File: config.mk
export PLATFORM = sky130hd
export DESIGN_NAME = hex_display_driver
export DESIGN_NICKNAME = d
export VERILOG_FILES = /design/src/rtl/hex_display_pkg.sv /design/src/rtl/hex_to_seg7.sv /design/src/rtl/hex_display_driver.sv
export SDC_FILE = /design/constraint.sdc
export NUM_CORES = 1
export LEC_CHECK = 0
export ABC_CLOCK_PERIOD_IN_PS = 2200
export CORE_UTILIZATION = 53
export CTS_CLUSTER_DIAMETER = 40
export DETAILED_ROUTE_END_ITERATION = 8
export PLACE_DENSITY_LB_ADDON = 0.05
export SLEW_MARGIN = 20
export SYNTH_ARGS = -nofsm -noshare
export SYNTH_HDL_FRONTEND = slang
export SYNTH_SLANG_ARGS = --single-unit
export TNS_END_PERCENT = 1
File: constraint.sdc
create_clock -name clk -period 2.2 [get_ports clk]
set_input_delay 0.22 -clock clk [delete_from_list [all_inputs] [get_ports clk]]
set_output_delay 0.22 -clock clk [all_outputs]
set_load 0.02 [all_outputs]
File: src/rtl/hex_display_pkg.sv
// Shared constants for the multiplexed seven-segment display driver:
// blanking patterns, digit count and the hex-to-segment pattern table.
package hex_display_pkg;

    localparam int DIGITS  = 4;
    localparam int DIGIT_W = $clog2(DIGITS);

    // Active-low "everything off" patterns.
    localparam logic [6:0]        SEG_OFF = 7'h7F;
    localparam logic [DIGITS-1:0] AN_OFF  = 4'hF;

    // Active-low segment patterns, bit order {g,f,e,d,c,b,a}; entry 0 is the LSB slice.
    localparam logic [15:0][6:0] SEG_TABLE = {
        7'h0E, 7'h06, 7'h21, 7'h46,   // F E d C
        7'h03, 7'h08, 7'h10, 7'h00,   // b A 9 8
        7'h78, 7'h02, 7'h12, 7'h19,   // 7 6 5 4
        7'h30, 7'h24, 7'h79, 7'h40    // 3 2 1 0
    };

    // Resolved write action after clear > load > shift priority.
    typedef enum logic [1:0] {
        WR_NONE,
        WR_CLEAR,
        WR_LOAD,
        WR_SHIFT
    } wr_op_e;

endpackage

File: src/rtl/hex_to_seg7.sv
// Combinational hex nibble to active-low seven-segment pattern decoder.
module hex_to_seg7
    import hex_display_pkg::*;
(
    input  logic [3:0] nibble_i,
    output logic [6:0] seg_o
);

    assign seg_o = SEG_TABLE[nibble_i];

endmodule

File: src/rtl/hex_display_driver.sv
// Four-digit time-multiplexed common-anode display driver. Writes land in a
// shadow register and are copied to the displayed value only at a frame
// boundary, so a frame never shows a mix of old and new digits.
module hex_display_driver
    import hex_display_pkg::*;
#(
    parameter int REFRESH_DIV = 50000,
    parameter int GUARD       = 2
) (
    input  logic        clk,
    input  logic        rst,
    input  logic        enable,
    input  logic        blank_lz,
    input  logic        clear,
    input  logic        load,
    input  logic [15:0] data_in,
    input  logic        shift_en,
    input  logic [3:0]  digit_in,
    output logic [6:0]  seg,
    output logic [3:0]  an,
    output logic [15:0] shown,
    output logic        commit
);

    localparam int                PW         = (REFRESH_DIV > 1) ? $clog2(REFRESH_DIV) : 1;
    localparam logic [PW-1:0]     PRESC_LAST = PW'(REFRESH_DIV - 1);
    localparam logic [PW-1:0]     GUARD_CNT  = PW'(GUARD);
    localparam logic [DIGIT_W-1:0] LAST_DIGIT = DIGIT_W'(DIGITS - 1);

    logic [PW-1:0]      prescaler_q, prescaler_d;
    logic [DIGIT_W-1:0] digit_idx_q, digit_idx_d;
    logic [15:0]        shadow_q, shadow_d;
    logic [15:0]        shown_q, shown_d;
    logic               pending_q, pending_d;
    logic               commit_q, commit_d;
    logic [6:0]         seg_q, seg_d;
    logic [3:0]         an_q, an_d;

    logic               slot_wrap;
    logic               frame_end;
    wr_op_e             wr_op;
    logic [3:0]         cur_nibble;
    logic [6:0]         cur_pattern;
    logic [DIGITS-1:0]  lz_blank;
    logic               lz_run;
    logic               lit;

    assign slot_wrap = (prescaler_q == PRESC_LAST);
    assign frame_end = slot_wrap && (digit_idx_q == LAST_DIGIT);

    // Slot timing: prescaler wraps each slot, digit index steps on every wrap.
    always_comb begin
        // NOTE: every always_comb output gets a default first, so no path leaves it unassigned and no latch is inferred.
        prescaler_d = prescaler_q + PW'(1);
        digit_idx_d = digit_idx_q;
        if (slot_wrap) begin
            prescaler_d = '0;
            digit_idx_d = digit_idx_q + DIGIT_W'(1);
        end
    end

    // Resolve simultaneous write strobes into a single action.
    always_comb begin
        wr_op = WR_NONE;
        if (clear) begin
            wr_op = WR_CLEAR;
        end else if (load) begin
            wr_op = WR_LOAD;
        end else if (shift_en) begin
            wr_op = WR_SHIFT;
        end
    end

    // Shadow update and frame-boundary commit; a same-cycle write stays pending for the next frame.
    always_comb begin
        shadow_d  = shadow_q;
        shown_d   = shown_q;
        pending_d = pending_q;
        commit_d  = 1'b0;
        unique case (wr_op)
            WR_CLEAR: shadow_d = '0;
            WR_LOAD:  shadow_d = data_in;
            WR_SHIFT: shadow_d = {shadow_q[11:0], digit_in};
            default:  shadow_d = shadow_q;
        endcase
        if (frame_end && pending_q) begin
            shown_d   = shadow_q;
            pending_d = 1'b0;
            commit_d  = 1'b1;
        end
        if (wr_op != WR_NONE) begin
            pending_d = 1'b1;
        end
    end

    // Leading-zero mask: digit k is blank while it and every digit above it are zero; digit 0 never blanks.
    always_comb begin
        lz_blank = '0;
        lz_run   = blank_lz;
        for (int k = DIGITS - 1; k >= 1; k--) begin
            lz_run      = lz_run && (shown_q[4*k +: 4] == 4'h0);
            lz_blank[k] = lz_run;
        end
    end

    assign cur_nibble = shown_q[{digit_idx_q, 2'b00} +: 4];

    hex_to_seg7 u_dec (
        .nibble_i (cur_nibble),
        .seg_o    (cur_pattern)
    );

    // Next anode/segment values: dark during the guard window, when disabled, or for a blanked digit.
    always_comb begin
        lit   = enable && (prescaler_q >= GUARD_CNT) && !lz_blank[digit_idx_q];
        an_d  = AN_OFF;
        seg_d = SEG_OFF;
        if (lit) begin
            an_d  = ~(4'(1) << digit_idx_q);
            seg_d = cur_pattern;
        end
    end

    // State registers; all clear asynchronously so the display goes dark the moment reset asserts.
    always_ff @(posedge clk or negedge rst) begin
        if (!rst) begin
            prescaler_q <= '0;
            digit_idx_q <= '0;
            shadow_q    <= '0;
            shown_q     <= '0;
            pending_q   <= 1'b0;
            commit_q    <= 1'b0;
            seg_q       <= SEG_OFF;
            an_q        <= AN_OFF;
        end else begin
            // NOTE: non-blocking assignments so every flop samples pre-edge values regardless of statement order.
            prescaler_q <= prescaler_d;
            digit_idx_q <= digit_idx_d;
            shadow_q    <= shadow_d;
            shown_q     <= shown_d;
            pending_q   <= pending_d;
            commit_q    <= commit_d;
            seg_q       <= seg_d;
            an_q        <= an_d;
        end
    end

    assign seg    = seg_q;
    assign an     = an_q;
    assign shown  = shown_q;
    assign commit = commit_q;

endmodule

==> results of run 1 <==
cell families (layout without fill, tap and decap cells):
| kind of cell | after synthesis | after routing | share of synthesized area (%) |
|---|---|---|---|
| AOI/OAI and AO/OA | 28 | 28 | 5.22 |
| xor gates and xnor gates | 15 | 15 | 4.21 |
| adders and majority gates | 12 | 12 | 4.81 |
| buffers and inverters | 22 | 90 | 2.93 |
| DFF | 63 | 63 | 51.0 |
| muxes | 40 | 40 | 16.7 |
| and+or+nand+nor | 99 | 99 | 15.2 |
report_power, final:
group          leakage (nW)  internal, W  switching [W]
Combinational         0.927    0.0000875      0.0000836
Clock                 0.114     0.000699       0.000419
Sequential            0.812      0.00119      0.0000169
flip-flops by register name, summed over array words and instances (netlist names):
register / count
an: 4
commit: 1
digit_idx_q: 2
pending_q: 1
prescaler_q: 16
seg: 7
shadow_q: 16
shown: 16
final timing paths:
path,depth (start not counted),slack [ns],endpoint,startpoint
min,2,0.44,prescaler_q[6],rst
min in group clk,1,0.48,prescaler_q[0],prescaler_q[0]
max,5,0.16,seg[3],digit_idx_q[0]
max in group asynchronous,3,1.07,seg[1],rst
min reg2reg,1,0.48,prescaler_q[0],prescaler_q[0]
max reg2reg,5,0.16,seg[3],digit_idx_q[0]
per-layer routing:
metal	routed length (µm)	part of all wire, %
met5	0	0
met4	75	1.2
met3	217	3.5
met1	2830	46
met2	3060	50
what timing repair did:
item,4_1_cts,5_1_grt
endpoints found under the hold margin,26,0
buffers inserted,0,1
hold buffers,1,0
endpoints found under the setup margin,0,1
cell type report:
| cell class | count | share of cell area [%] |
|---|---|---|
| clock buffers | 13 | 3.95 |
| clock inverters | 3 | 1.62 |
| inverters | 8 | 0.746 |
| multi-input cells | 194 | 35.7 |
| flip-flops and latches | 63 | 39.5 |
| well taps | 72 | 2.24 |
| repair buffers | 66 | 16.2 |
stage by stage:
stage               hold WS, ns  setup WS, ns  utilization [%]  total power, W
floorplan               -0.0756         0.149                -         0.00129
global placement          0.274         0.234             67.9         0.00139
detailed placement        0.284         0.157             67.9         0.00140
CTS                       0.464         0.150             72.1         0.00252
global route              0.472       0.00267             72.2         0.00259
finish                    0.444         0.160             72.2         0.00249
cell usage in the layout, fill, tap and decap left out, types with 2 or more instances in the layout:
master and count:
sky130_fd_sc_hd__a21oi_1 16, sky130_fd_sc_hd__and3_1 5, sky130_fd_sc_hd__buf_12 2, sky130_fd_sc_hd__buf_4 9, sky130_fd_sc_hd__bufinv_16 2, sky130_fd_sc_hd__clkbuf_1 2, sky130_fd_sc_hd__clkbuf_8 11, sky130_fd_sc_hd__clkdlybuf4s50_1 53
sky130_fd_sc_hd__dfrtp_1 52, sky130_fd_sc_hd__dfstp_2 11, sky130_fd_sc_hd__ha_1 12, sky130_fd_sc_hd__inv_1 8, sky130_fd_sc_hd__mux2_2 6, sky130_fd_sc_hd__mux2_4 10, sky130_fd_sc_hd__mux2i_1 19, sky130_fd_sc_hd__mux4_2 5
sky130_fd_sc_hd__nand2_1 15, sky130_fd_sc_hd__nand2b_1 3, sky130_fd_sc_hd__nand3_1 12, sky130_fd_sc_hd__nor2_1 48, sky130_fd_sc_hd__nor3_1 4, sky130_fd_sc_hd__nor4_1 6, sky130_fd_sc_hd__o211ai_1 2, sky130_fd_sc_hd__o21ai_0 4
sky130_fd_sc_hd__xnor2_1 9, sky130_fd_sc_hd__xor2_1 6
==> implementation parameters, run 1 <==
Parameter                              Value

Clock network
  Clock Tree Root    sky130_fd_sc_hd__clkbuf_8
  Maximum buffer depth of the clock tree    2
  Inserted Clock Buffers    9
  Clock tree from TritonCTS    done
  H-tree level count    3
  Total clock sinks    63
  Worst-path clk slew    0.07 ns
  Post-cts sizing count    0
  Worst-skew pair later-pin latency    0.33 ns

Synthesis
  Top-count cell post-synth    sky130_fd_sc_hd__dfrtp_1
  Number of synthesized register bits    63
  Ys async rst share    100%
  Post-Synthesis Net Count    318
  Portion of the post-synthesis area used by sequential elements    51.0%
  EDFF count, synth    0
  Dominant synthesized flop cell    sky130_fd_sc_hd__dfrtp_1
  Synth warnings    0
  Cell count after synthesis    279
  Top cells by area in the synthesized netlist    sky130_fd_sc_hd__dfrtp_1 42%, sky130_fd_sc_hd__dfstp_2 9.3%, sky130_fd_sc_hd__mux2i_1 6.1%
  Biggest area consumer among synthesized cells    sky130_fd_sc_hd__dfrtp_1
  Area share of the leading cell type in the synthesized netlist    41.7%
  Commonest cells post-synth    52 x sky130_fd_sc_hd__dfrtp_1, 48 x sky130_fd_sc_hd__nor2_1, 19 x sky130_fd_sc_hd__mux2i_1
  Distinct cell type count after synthesis    36
  Netlist Area Pre-Place    roughly 3100 µm²
  Syn Area/Cell    11.2 µm²

Setup path
  Maximum fanout count along the critical path    6
  Series of cell instances along the critical path    mux4_2, buf_4, ha_1, mux4_2, nand2b_1
  CP dominant cell by count    sky130_fd_sc_hd__mux4_2
  Buffers plus inverters on the worst setup path    1
  Critical path data arrival time    2.27 ns
  Worst Setup Path Type    reg2reg
  Highest cell delay on the worst timing path    0.59 ns
  Sort of element at the end of the critical path    flip-flop
  Kind of start point of the critical path    flip-flop
  Required time reported for the critical path endpoint    2.43 ns
  Slowest library cell on the worst path    sky130_fd_sc_hd__mux4_2
  CP delay by family, top    multiplexers

Global route
  Total routing resource utilization after global routing    between 20% and 30%
  Met3 Resource Use GR    4.14%
  Antenna violations before repair    0
  Number of global-route vias before repair    2242
  Largest net degree at the start of global routing    38
  Fraction of met2 tracks used by global routing    37.6%
  Total overflow reported by the global router    0
  Met1 track demand over resource    between 30% and 40%
  Grt peak-use layer    met2
  Wire length of the first global-routing pass    10800 µm

Routing
  Per-cell routed wire length    14.8 µm
  Vias per cell    5.31
  Residual DRC count    0
  Remaining number of nets flagged by the antenna check after routing    0
  Initial DRT Pass Iterations    4
  Total vias in the final route    roughly 2200
  Violation count after the first detailed-routing iteration    82
  Total Routed Length    6180 µm

Finish
  Post-route cell area    between 4000 and 5000 µm²
  Layout overhead on the synthesized area    29.0%
  Register area    1590 µm²
  Finished Layout Cells    419
  N_diodes    0
  Share of final-layout standard cells stronger than drive strength 1    17.3%
  Multi-input logic area    1440 µm²
  Nets    381
  Filler Cells Inserted    434

Power and ir drop
  Leak    1.85 nW
  Power per Cell Area    ~620 nW/µm²
  Worst ir drop on vdd    approximately 0.42 mV

Die
  Count of boundary I/O pins    55
  Die extent in x    78.7 µm
  Die ar.    6200 µm²
  Height of the die    approximately 80 µm
  Initial Util    56.0%
  Core Box Area    5570 µm²
  Number of core rows    27

STA
  Number of pins exceeding their max-slew limit in the final report    0
  Max-slew headroom    40.1%
  Total of endpoints with negative setup slack in the final report    0
  Transition time at the pin with the least slew margin    0.895 ns
  Worst setup skew after layout    0.00893 ns
  Setup repair after global routing missed its margin    false
  Final number of hold-violating endpoints    0
  Setup TNS    0 ns
  Fin crit share    approximately 90%
  Final min period    2.04 ns
  Peak clock frequency supported by timing    490 MHz

Place
  Routability-driven placement congestion ratio    0.799
  # placed instances    401
  Placed standard-cell area    approximately 3800 µm²
  Total half-perimeter wirelength after legalization and detailed placement    4400 µm
  Total of buffers placed on input and output ports    54

Hold path
  Min-Delay Path Class    in2async

Outcome
  Result of the run    finished clean

Run
  Number of maximum-capacitance constraint violations    0
Note: power is estimated with default switching activity, not from simulation.
==> run 2, diff against run 1 <==
--- a/config.mk
+++ b/config.mk
@@ -9,6 +9,7 @@
 export CORE_UTILIZATION = 53
 export CTS_CLUSTER_DIAMETER = 40
 export DETAILED_ROUTE_END_ITERATION = 8
+export MAX_ROUTING_LAYER = met4
 export PLACE_DENSITY_LB_ADDON = 0.05
 export SLEW_MARGIN = 20
 export SYNTH_ARGS = -nofsm -noshare
==> run 2 against run 1 <==
Count of clock-buffer cells in the layout did not move. Worst setup slack barely moved. Non-clock buffer count did not move. Sequential power barely moved. Core utilization did not move. Clock power barely moved. Register-to-register slack barely moved. Die area did not move. Sequential cell count did not move. Hold slack barely moved. Sequential share of layout area did not move. Design area did not move. Critical path type unchanged. Critical endpoint unchanged. Largest cell class unchanged. Largest power group unchanged.
==> implementation parameters, run 2 (synthesized netlist as in run 1, its figures left out) <==
Parameter                              Value

Global route
  Largest net degree at the start of global routing    38 (unchanged)
  Total routing resource utilization after global routing    24.0% (was 23.3%)
  Wire length of the first global-routing pass    10900 µm (was 10800 µm)
  Antenna violations before repair    0 (unchanged)
  Total overflow reported by the global router    0 (unchanged)
  Number of global-route vias before repair    2225 (was 2242)

Routing
  Violation count after the first detailed-routing iteration    82 (unchanged)
  Total Routed Length    6180 µm (about the same)
  Initial DRT Pass Iterations    4 (unchanged)
  Total vias in the final route    2221 (was 2223)
  Remaining number of nets flagged by the antenna check after routing    0 (unchanged)
  Per-cell routed wire length    14.7 µm (was 14.8 µm)
  Vias per cell    5.30 (was 5.31)
  Residual DRC count    0 (unchanged)

Place
  Setup Slack @ Placement    0.157 ns (unchanged)
  Routability-driven placement congestion ratio    0.810 (was 0.799)
  Total of buffers placed on input and output ports    54 (unchanged)
  Total half-perimeter wirelength after legalization and detailed placement    4400 µm (unchanged)
  Placed standard-cell area    3780 µm² (unchanged)
  # placed instances    401 (unchanged)

STA
  Number of pins exceeding their max-slew limit in the final report    0 (unchanged)
  Worst setup skew after layout    0.00887 ns (was 0.00893 ns)
  Transition time at the pin with the least slew margin    0.888 ns (was 0.895 ns)
  Setup repair after global routing missed its margin    false (unchanged)
  Fin crit share    92.7% (about the same)
  Peak clock frequency supported by timing    490 MHz (about the same)
  Total of endpoints with negative setup slack in the final report    0 (unchanged)
  Final min period    2.04 ns (about the same)
  Setup TNS    0 ns (unchanged)
  Final critical-path setup slack    0.160 ns (about the same)
  Max-slew headroom    40.5% (was 40.1%)
  Final number of hold-violating endpoints    0 (unchanged)

Setup path
  Worst Setup Path Type    reg2reg (unchanged)
  Kind of start point of the critical path    flip-flop (unchanged)
  Sort of element at the end of the critical path    flip-flop (unchanged)
  Required time reported for the critical path endpoint    2.43 ns (about the same)
  Maximum fanout count along the critical path    6 (unchanged)
  Critical path data arrival time    2.27 ns (about the same)

Clock network
  Clock Tree Root    sky130_fd_sc_hd__clkbuf_8 (unchanged)
  Worst-path clk slew    0.07 ns (about the same)
  Worst-skew pair later-pin latency    0.33 ns (about the same)
  Total clock sinks    63 (unchanged)
  Clock tree from TritonCTS    done (unchanged)
  H-tree level count    3 (unchanged)
  Maximum buffer depth of the clock tree    2 (unchanged)
  Inserted Clock Buffers    9 (unchanged)

Power and ir drop
  Logic pwr share    6.9% (about the same)
  Worst ir drop on vdd    0.422 mV (about the same)
  Portion of total power attributed to sequential cells    48.3% (about the same)
  Power per Cell Area    620 nW/µm² (was 619 nW/µm²)
  Leak    1.85 nW (unchanged)
  Power dissipated by switching net loads    0.000520 W (was 0.000519 W)
  Sw frac    20.9% (was 20.8%)
  Internal power    0.00197 W (about the same)
  Share of total power in the clock network    44.9% (was 44.8%)

Die
  Core Box Area    5570 µm² (unchanged)
  Initial Util    56.0% (unchanged)
  Die ar.    6200 µm² (unchanged)
  Count of boundary I/O pins    55 (unchanged)
  Height of the die    78.7 µm (unchanged)
  Number of core rows    27 (unchanged)
  Die extent in x    78.7 µm (unchanged)

Finish
  Share of final-layout standard cells stronger than drive strength 1    17.3% (unchanged)
  Finished Layout Cells    419 (unchanged)
  Filler Cells Inserted    434 (unchanged)
  Commonest non-fill, non-tap cells in the layout    53 x sky130_fd_sc_hd__clkdlybuf4s50_1, 52 x sky130_fd_sc_hd__dfrtp_1, 48 x sky130_fd_sc_hd__nor2_1 (unchanged)
  Final Core Density    72.2% (unchanged)
  Post-route cell area    4030 µm² (unchanged)
  Most common cell after layout, fill and taps aside    sky130_fd_sc_hd__clkdlybuf4s50_1 (unchanged)
  N_diodes    0 (unchanged)
  Layout overhead on the synthesized area    29.0% (unchanged)
  Nets    381 (unchanged)

Hold path
  Min-Delay Path Class    in2async (unchanged)

Run
  Number of maximum-capacitance constraint violations    0 (unchanged)

Outcome
  Result of the run    finished clean (unchanged)
-- run 2: metrics by stage --
stage / hold WS (ns) / total power, W
2_1_floorplan: -0.0756 / 0.00129
3_5_place_dp: 0.284 / 0.00140
6_report: 0.445 / 0.00249
5_1_grt: 0.471 / 0.00260
4_1_cts: 0.464 / 0.00252
3_3_place_gp: 0.274 / 0.00139
-- run 2: power by group through the flow --
| stage | Sequential, W | Clock, W | Combinational (W) |
|---|---|---|---|
| CTS | 0.00120 | 0.00114 | 0.000174 |
| global route | 0.00121 | 0.00120 | 0.000192 |
| finish | 0.00120 | 0.00112 | 0.000171 |
| floorplan | 0.00123 | 0 | 0.0000662 |
| global placement | 0.00122 | 0 | 0.000169 |
| detailed placement | 0.00122 | 0 | 0.000172 |
-- run 2: path summary, 6_finish.rpt --
kind                                 from              to  slack, ns  cells past startpoint
max in group asynchronous             rst          seg[1]       1.07                      3
setup reg to reg           digit_idx_q[0]          seg[3]       0.16                      5
hold / removal                        rst  prescaler_q[6]       0.44                      2
hold reg to reg            prescaler_q[0]  prescaler_q[0]       0.48                      1
min in group clk           prescaler_q[0]  prescaler_q[0]       0.48                      1
setup / recovery           digit_idx_q[0]          seg[3]       0.16                      5
-- run 2: repair_timing --
| item | in CTS | in global routing |
|---|---|---|
| hold buffers | 1 | 0 |
| setup endpoints to repair | 0 | 1 |
| setup buffers | 0 | 1 |
| hold endpoints to repair | 26 | 0 |
| gates resized for setup | 0 | 0 |
-- run 2: per-layer routing --
metal	GRT usage (%)	share of wire, %	up-vias
met1	30.6	46	1081
li1	-	-	1084
met2	37.6	50	48
met5	-	0	-
met3	4.48	3.3	8
met4	10.4	1.2	0
-- run 2: area by class of cell --
class                   instances  area [µm²]  share of cell area, %
well taps                      72        90.1                   2.24
flip-flops and latches         63        1590                   39.5
repair buffers                 66         653                   16.2
clock buffers                  13         159                   3.95
clock inverters                 3        65.1                   1.62
inverters                       8        30.0                  0.746
multi-input cells             194        1440                   35.7
-- run 2: critical path, stage by stage, from the launching register on --
cell and delay [ns]:
sky130_fd_sc_hd__dfrtp_1 0.42, sky130_fd_sc_hd__mux4_2 0.59, sky130_fd_sc_hd__buf_4 0.16, sky130_fd_sc_hd__ha_1 0.18, sky130_fd_sc_hd__mux4_2 0.44, sky130_fd_sc_hd__nand2b_1 0.15
==> run 3, diff against run 2 <==
--- a/config.mk
+++ b/config.mk
@@ -11,6 +11,7 @@
 export DETAILED_ROUTE_END_ITERATION = 8
 export MAX_ROUTING_LAYER = met4
 export PLACE_DENSITY_LB_ADDON = 0.05
+export SKIP_LAST_GASP = 1
 export SLEW_MARGIN = 20
 export SYNTH_ARGS = -nofsm -noshare
 export SYNTH_HDL_FRONTEND = slang
==> results of run 3 <==
Final layout, timing and power as in run 2 (identical DEF).
